## config.mk

```make
export PLATFORM = sky130hd
export DESIGN_NAME = regfile_mp_sb
export DESIGN_NICKNAME = d
export VERILOG_FILES = /design/src/rtl/regfile_mp_sb.sv
export SDC_FILE = /design/constraint.sdc
export NUM_CORES = 1
export LEC_CHECK = 0
export CORE_MARGIN = 4
export CORE_UTILIZATION = 60
export DETAILED_ROUTE_END_ITERATION = 10
export DONT_BUFFER_PORTS = 1
export PLACE_DENSITY_LB_ADDON = 0.08
export SLEW_MARGIN = 25
export SYNTH_ARGS = -nofsm -noshare
export SYNTH_HDL_FRONTEND = slang
export SYNTH_SLANG_ARGS = --single-unit
```

## constraint.sdc

```tcl
create_clock -name clk -period 6.9 [get_ports clk]
set_input_delay 1.38 -clock clk [delete_from_list [all_inputs] [get_ports clk]]
set_output_delay 1.38 -clock clk [all_outputs]
set_load 0.005 [all_outputs]
```

## src/rtl/regfile_mp_sb.sv

```systemverilog
// Multi-port register file with an integrated per-register busy scoreboard.
// Define REGFILE_BYPASS_EN to forward same-cycle write data and busy-clear to the read ports.
module regfile_mp_sb #(
  parameter int WIDTH   = 8,
  parameter int REGBITS = 3,
  parameter int NRD     = 2,
  parameter int NWR     = 2
) (
  input  logic                   clk,
  input  logic                   rst_n,
  input  logic [NRD*REGBITS-1:0] ra,
  output logic [NRD*WIDTH-1:0]   rd,
  output logic [NRD-1:0]         rbusy,
  input  logic [NWR-1:0]         we,
  input  logic [NWR*REGBITS-1:0] wa,
  input  logic [NWR*WIDTH-1:0]   wd,
  input  logic                   sb_set,
  input  logic [REGBITS-1:0]     sb_addr,
  input  logic                   sb_flush,
  output logic [REGBITS:0]       busy_cnt
);

  localparam int NREG = 2**REGBITS;

  logic [WIDTH-1:0] regs [NREG];
  logic [NREG-1:0]  busy;
  logic [NREG-1:0]  busy_nxt;
  logic [REGBITS:0] cnt_nxt;

  // Later ports are assigned last, so the highest-index port wins a same-address conflict.
  always_ff @(posedge clk or negedge rst_n) begin
    if (!rst_n) begin
      for (int r = 0; r < NREG; r++) regs[r] <= '0;
    end else begin
      for (int j = 0; j < NWR; j++) begin
        if (we[j] && (wa[j*REGBITS +: REGBITS] != '0))
          regs[wa[j*REGBITS +: REGBITS]] <= wd[j*WIDTH +: WIDTH];
      end
    end
  end

  // Applied lowest priority first: writeback clear, then issue set, then flush.
  always_comb begin
    busy_nxt = busy;
    for (int j = 0; j < NWR; j++) begin
      if (we[j]) busy_nxt[wa[j*REGBITS +: REGBITS]] = 1'b0;
    end
    if (sb_set) busy_nxt[sb_addr] = 1'b1;
    if (sb_flush) busy_nxt = '0;
    busy_nxt[0] = 1'b0;
  end

  always_comb begin
    cnt_nxt = '0;
    for (int r = 0; r < NREG; r++)
      cnt_nxt = cnt_nxt + {{REGBITS{1'b0}}, busy_nxt[r]};
  end

  always_ff @(posedge clk or negedge rst_n) begin
    if (!rst_n) begin
      busy     <= '0;
      busy_cnt <= '0;
    end else begin
      busy     <= busy_nxt;
      busy_cnt <= cnt_nxt;
    end
  end

  for (genvar i = 0; i < NRD; i++) begin : g_rd
    logic [REGBITS-1:0] addr;
    logic [WIDTH-1:0]   val;
    logic               bsy;

    assign addr = ra[i*REGBITS +: REGBITS];

    always_comb begin
      val = regs[addr];
      bsy = busy[addr];
`ifdef REGFILE_BYPASS_EN
      // A pending write completes this edge; only a new producer issued now keeps it busy.
      for (int j = 0; j < NWR; j++) begin
        if (we[j] && (wa[j*REGBITS +: REGBITS] == addr)) begin
          val = wd[j*WIDTH +: WIDTH];
          bsy = sb_set && (sb_addr == addr);
        end
      end
`endif
      if (addr == '0) begin
        val = '0;
        bsy = 1'b0;
      end
    end

    assign rd[i*WIDTH +: WIDTH] = val;
    assign rbusy[i]             = bsy;
  end

endmodule

```

==> results.env, run 1 <==
YOSYS.AREA_SHARE.SIMPLE_PCT=12.9
HOLDPATHEND='regs[57]'
GPL.FINAL_WEIGHTED_CONGESTION=0.903
FLOW.AREA_GROWTH_FROM_SYNTHESIS_PCT=0.457
DETAIL_ROUTE.DRC_VIOLATIONS=0
CRITICAL_PATH.REG2REG.ENDPOINT='busy_cnt[1]'
CRIT_FAMILY='adder cells'
FINALCLOCKSKEW_NS=0.00771
HOLD_PATH.CLASS='reg2reg'
GRT_PASS1_VIAS=3232
FILLER_CELL_COUNT=624
SYN_NETS=476
WORST_HOLD_STARTPOINT='regs[57]'
SWITCHING_POWER_uW=331
TIMING.CRITICAL_PATH.REQUIRED_NS=7.11
SYNTH_COMPOUND_GATE_AREA_SHARE_PCT=13.7
DP_HPWL_MM=8.25
WORST_R2R_PATH_DEPTH=8
CTSRESIZECOUNT=0
REG2REG_SLACK_NS=4.08
MULTI_INPUT_AREA_UM2=2540
LAYOUT_MIN_CYCLE_TIME_NS=4.13
POST_SYNTHESIS_CELL_TYPE_WITH_THE_LARGEST_COMBINED_AREA='dfrtp_1'
CRIT-REG2REG-LAUNCH='busy[1]'
FINAL.SETUP.TNS_NS=0
PLACEMENT.IO_BUFFERS=0
SYNTH.CELLS.MOST_FREQUENT='74 x mux2i_1, 70 x dfrtp_1, 39 x a21oi_1'
ROUTED_WIRE_LENGTH_PER_INSTANCE_UM=23.7
WORSTSETUPENDPOINTTYPE='register'
CLOCK_SINKS=70
SYNTHESIS.AREA_PER_INSTANCE_UM2=10.7
ASYNC_SET_OR_RESET_FLOP_FRACTION_IN_THE_SYNTHESIZED_NETLIST_PCT=100
REGAREA_UM2=1750
MAX_FREQ_MHz=242
SYNTH_FF_TYPE='dfrtp_1'
MAX_CAP_VIOLATIONS=0
SYN_AREA_UM2=4660
CRIT_CHAIN='and4bb_1 -> nor3b_2 -> o21ba_1 -> fa_1 -> inv_1 -> fa_1 -> inv_1 -> fa_1 -> fa_1'
GRT_USE_TOTAL_PCT=27.9
YS_SEQ_ELEMENTS=70
CORE_AREA_UM2=7410
ANT_CELLS=0
CTS_ROOT_BUF='clkbuf_8'
PIN_COUNT_OF_THE_BIGGEST_NET_ENTERING_GLOBAL_ROUTING=71
CRITICAL-PATH-MAX-STAGE-DELAY_NS=0.77
CTS_TREE='built'
CP.BUFFERS_INVERTERS=2
HOLD_VIOLATIONS=0
CTS.HOLD.BUFFERS_ADDED=0
CTS_CLOCK_PIN_SLEW_FOR_THE_WORST_SETUP_AND_HOLD_PATHS_NS=0.07
DIEHEIGHT_UM=96.1
POSTCTSSETUPBUFFERS=0
DPL_CELL_AREA_UM2=4450
SYNTH_XOR_XNOR_AREA_SHARE_PCT=0
POST_SYNTH_EDFFS=0
H_TREE_DEPTH=3
SYNTH_TOP_FAMILY_BY_AREA='multiplexers'
INITIALDRTVIOLATIONCOUNT=260
P_CLK_SHARE_PCT=32.7
VIA_COUNT=3310
ROUTE.ANTENNA.REMAINING_NETS=0
WORST_SLACK_NS=2.77
CPMOSTUSEDCELL='fa_1'
MAX_SLEW_MARGIN_PCT=42.1
STATUS='finished clean'
DETAILEDROUTE.FIRSTPASSITERATIONCOUNT=5
CTSLONGESTPATHBUFFERS=2
P_COMB_SHARE_PCT=20.5
HOLD_SLACK_NS=0.388
DIE_AREA_UM2=9240
POST-PLACE-WS_NS=2.41
YS_TOP_CELLS_BY_AREA='dfrtp_1 38%, mux2i_1 16%, mux4_2 6.3%'
YS.WARNINGS.COUNT=0
CRITPATHLAUNCHTYPE='primary input'
GRT_PASS1_WL_MM=18.7
NUMCTSBUFFERS=9
SYNTH_SEQ_AREA_SHARE_PCT=37.6
PWR_DENSITY_CELL_nW_PER_UM2=251
CRIT_PATH_TOP_DELAY_CELL='and4bb_1'
TIMING.CRITICAL_PATH.FANOUT_MAX=17
OVERFLOW=0
POSTROUTEWIRELENGTH_MM=12.1
SYNTHMOSTINSTANTIATEDCELL='mux2i_1'
INITIAL_CORE_UTIL_PCT=62.9
NUM_ROWS=31
PATH_CLASS='in2reg'
INITIAL_ANTENNA_VIOLATION_COUNT=0
YOSYSUNIQUECELLTYPES=41
MIN_DELAY_PATH_DEPTH=0
FP.DIEW_UM=96.1
SEQPWRFRAC_PCT=46.9
STATIC-LEAKAGE-POWER_uW=0.00213
SETUP_VIOL=0
WORSTPATHARRIVAL_NS=4.35
DETAIL_ROUTE.VIAS_PER_CELL=6.50
MAX_SLEW.WORST_PIN.SLEW_NS=0.864
PORTION_OF_NETLIST_AREA_OCCUPIED_BY_MUX_CELLS_PCT=26.1
POST_SYNTH_FA_HA_MAJ_AREA_FRACTION_PCT=1.72
P_INT_uW=845
DESIGN_AREA_UM2=4680
SHARE_OF_THE_SYNTHESIZED_AREA_IN_THE_TOP_CELL_TYPE_PCT=37.6
CLK-INSERTION-DELAY-LATE_NS=0.34
SYNTHCELLS=435
P_TOTAL_uW=1180
SLEW_VIOL_FINAL=0
NUM-NETS-FINAL=446
FLOORPLAN.IO_PINS=59
WORST_IR_DROP_VDD_mV=0.186
SETUP_REPAIR_AFTER_GLOBAL_ROUTING_MISSED_ITS_MARGIN='false'
POWER.SHARE.SWITCHING_PCT=28.2
POST_ROUTE_CELLS_DRIVE_ABOVE_1_SHARE_PCT=14.1
FINALCRITPERIODSHARE_PCT=59.9
[cells in the final DEF, fill, tap and decap left out, drive strengths merged, types with 3 or more instances in the layout]
cell / n
nor2b: 4
mux4: 14
nand3: 7
mux2i: 74
clkbuf: 11
o21ai: 35
nor2: 32
mux2: 13
dfrtp: 70
nand2: 38
a21o: 3
nand4: 3
o22ai: 8
a21oi: 39
inv: 5
o21ba: 3
nand4b: 6
nor3b: 3
o22a: 4
a22oi: 10
and4bb: 6
fa: 4
[layer usage]
metal | vias up | routed length, µm | share of wire [%] | GRT usage [%]
met4 | 0 | 223 | 1.8 | 8.41
met3 | 17 | 1040 | 8.7 | 8.44
met5 | - | 0 | 0 | 0
met1 | 1634 | 5150 | 43 | 39.0
met2 | 137 | 5630 | 47 | 41.7
li1 | 1522 | - | - | -
[metrics by stage]
stage                     cells  utilization, %
after floorplan             435               -
after global placement      493            60.0
after detailed placement    493            60.0
after CTS                   509            63.2
after global routing        509            63.2
final                       509            63.2
[sequential cells by signal, indices dropped and copies added, names as in the netlist]
register / cells
regs: 60
busy_cnt: 3
busy: 7
[worst max path at each step]
stage | to | from | depth (start not counted) | slack (ns)
floorplan | busy_cnt[1] | wa[5] | 11 | 2.77
global placement | busy_cnt[1] | wa[3] | 9 | 2.43
detailed placement | busy_cnt[1] | wa[3] | 9 | 2.41
CTS | busy_cnt[1] | wa[3] | 9 | 2.79
global route | busy_cnt[1] | wa[3] | 9 | 2.67
finish | busy_cnt[1] | wa[3] | 9 | 2.77
[layout make-up]
class	instances	area share (%)
clock buffer	11	3.24
clock inverter	5	1.74
inverter	5	0.401
multi-input combinational	317	54.2
sequential	70	37.4
tap	99	2.65
timing repair buffer	2	0.321
[cells by family after synthesis]
logic type / count (synthesis)
other cells: 1
mux: 101
buf+inv: 48
flops: 70
simple gates: 106
compound gates: 105
fa+ha+maj: 4
[power groups by stage]
stage	sequential [µW]	combinational (µW)	clock (µW)
floorplan	532	226	0
global placement	552	234	0
detailed placement	556	240	0
CTS	549	241	390
global route	561	266	408
finish	551	241	384
(Power assumes the default switching activity.)
==> inputs of run 2 (changes only) <==
CORE_UTILIZATION = 58   (was 60)
clock period = 3.8 ns   (was 6.9 ns; I/O delays follow)
==> run 2 against run 1 <==
Net effect: sequential share of layout area down 0.10 points; critical path depth unchanged; clock power up 43%; hold slack worse by 0.28 ns; highest routed layer unchanged; via count up 1.1%; design area up 0.27%; non-clock buffer count up 9; sequential cell count unchanged; total power up 68%; critical path type unchanged.
==> results.env, run 2 (synthesized netlist as in run 1, its figures left out) <==
MOSTFREQUENTLAYOUTCELL='mux2i_1'
DP_HPWL_MM=8.20
GPL.FINAL_WEIGHTED_CONGESTION=0.871
STATUS='finished clean'
FINAL.SETUP.TNS_NS=0
MAX_FREQ_MHz=322
PWR_DENSITY_CELL_nW_PER_UM2=422
OVERFLOW=0
WORST_SLACK_NS=0.696
FILLER_CELL_COUNT=681
MAX_SLEW_MARGIN_PCT=51.0
SLEW_VIOL_FINAL=0
LAYOUT_COMMON_CELLS='74 x mux2i_1, 70 x dfrtp_1, 39 x a21oi_1'
PLACEMENT.IO_BUFFERS=0
CTSLONGESTPATHBUFFERS=2
FP.DIEW_UM=97.6
CLK-INSERTION-DELAY-LATE_NS=0.33
DETAIL_ROUTE.VIAS_PER_CELL=6.45
CLOCK_SINKS=70
POSTROUTEWIRELENGTH_MM=12.3
HOLD_PATH.CLASS='in2async'
VIA_COUNT=3346
PATH_CLASS='in2reg'
ROUTED_WIRE_LENGTH_PER_INSTANCE_UM=23.8
LAYOUT_MIN_CYCLE_TIME_NS=3.10
CTS_CLOCK_PIN_SLEW_FOR_THE_WORST_SETUP_AND_HOLD_PATHS_NS=0.08
DETAIL_ROUTE.DRC_VIOLATIONS=0
PIN_COUNT_OF_THE_BIGGEST_NET_ENTERING_GLOBAL_ROUTING=71
NUMCTSBUFFERS=9
CTSRESIZECOUNT=0
H_TREE_DEPTH=3
CORE_AREA_UM2=7770
ANT_CELLS=0
TOP_REGS='regs x60, busy x7, busy_cnt x3'
DIEHEIGHT_UM=97.6
TIMING.CRITICAL_PATH.FANOUT_MAX=7
NUM-NETS-FINAL=455
MAX_SLEW.WORST_PIN.SLEW_NS=0.734
POSTCTSSETUPBUFFERS=0
POST-PLACE-WS_NS=0.338
WORST_IR_DROP_VDD_mV=0.364
ROUTE.ANTENNA.REMAINING_NETS=0
CTS_TREE='built'
GRT_PASS1_WL_MM=19.9
FINALCLOCKSKEW_NS=0.00281
SETUP_REPAIR_AFTER_GLOBAL_ROUTING_MISSED_ITS_MARGIN='false'
CTS_ROOT_BUF='clkbuf_8'
CRITPATHLAUNCHTYPE='primary input'
MULTI_INPUT_AREA_UM2=2540
INITIAL_ANTENNA_VIOLATION_COUNT=0
TIMING.CRITICAL_PATH.REQUIRED_NS=4.01
GRT_USE_TOTAL_PCT=27.2
SETUP_VIOL=0
FINALCRITPERIODSHARE_PCT=81.7
WORSTSETUPENDPOINTTYPE='register'
GRT_PASS1_VIAS=3403
CTS.HOLD.BUFFERS_ADDED=0
INITIALDRTVIOLATIONCOUNT=201
REGAREA_UM2=1750
WORSTPATHARRIVAL_NS=3.32
LARGEST_REGISTER_FF_COUNT=60
STATIC-LEAKAGE-POWER_uW=0.00216
NUM_ROWS=32
POST_ROUTE_CELLS_DRIVE_ABOVE_1_SHARE_PCT=15.3
FLOORPLAN.IO_PINS=59
FLOW.AREA_GROWTH_FROM_SYNTHESIS_PCT=0.725
INITIAL_CORE_UTIL_PCT=60.0
MAX_CAP_VIOLATIONS=0
LARGEST_REGISTER='regs'
DETAILEDROUTE.FIRSTPASSITERATIONCOUNT=5
HOLD_VIOLATIONS=0
DIE_AREA_UM2=9530
[run 2: through the flow]
step / instances / total power, µW / hold WS (ns) / cell area (µm²) / utilization (%)
6_report: 519 / 1980 / 0.109 / 4690 / 60.4
5_1_grt: 519 / 2100 / 0.0891 / 4690 / 60.4
4_1_cts: 519 / 1980 / 0.108 / 4690 / 60.4
3_5_place_dp: 505 / 1440 / 0.367 / 4520 / 58.2
3_3_place_gp: 505 / 1420 / 0.366 / 4520 / 58.2
2_1_floorplan: 435 / 1380 / 0.428 / 4660 / -
[run 2: worst paths after layout]
| path | start | endpoint | slack, ns | cells past startpoint |
|---|---|---|---|---|
| setup / recovery | wa[2] | busy_cnt[1] | 0.70 | 9 |
| hold / removal | rst_n | regs[35] | 0.11 | 0 |
| setup reg to reg | busy[1] | busy_cnt[1] | 0.97 | 8 |
| hold reg to reg | regs[57] | regs[57] | 0.38 | 0 |
| max in group asynchronous | rst_n | regs[7] | 3.52 | 0 |
| min in group clk | regs[57] | regs[57] | 0.38 | 0 |
[run 2: area by class of cell]
class | count | share of cell area [%]
Clock buffer | 13 | 3.60
Clock inverter | 1 | 0.107
Inverter | 5 | 0.400
Multi-Input combinational cell | 317 | 54.1
Sequential cell | 70 | 37.3
Tap cell | 102 | 2.72
Timing Repair Buffer | 11 | 1.76
[run 2: report_power, final]
group	total, µW	internal (µW)	leakage (µW)	switching, µW
sequential	988	883	0.000849	105
combinational	441	249	0.00122	193
clock	550	283	0.0000914	267
[run 2: critical path: stages]
cell	delay, ns
and4bb_1	0.35
nor3b_2	0.07
o21ba_1	0.22
fa_1	0.54
inv_1	0.05
fa_1	0.47
inv_1	0.05
fa_1	0.38
fa_1	0.43
[run 2: routing by layer]
layer  up-vias  track usage (%)  share of wire (%)
met1      1652             37.9                 44
met2       141             41.7                 47
met5         -                0                  0
li1       1535                -                  -
met4         0             9.37                2.0
met3        18             6.46                7.1
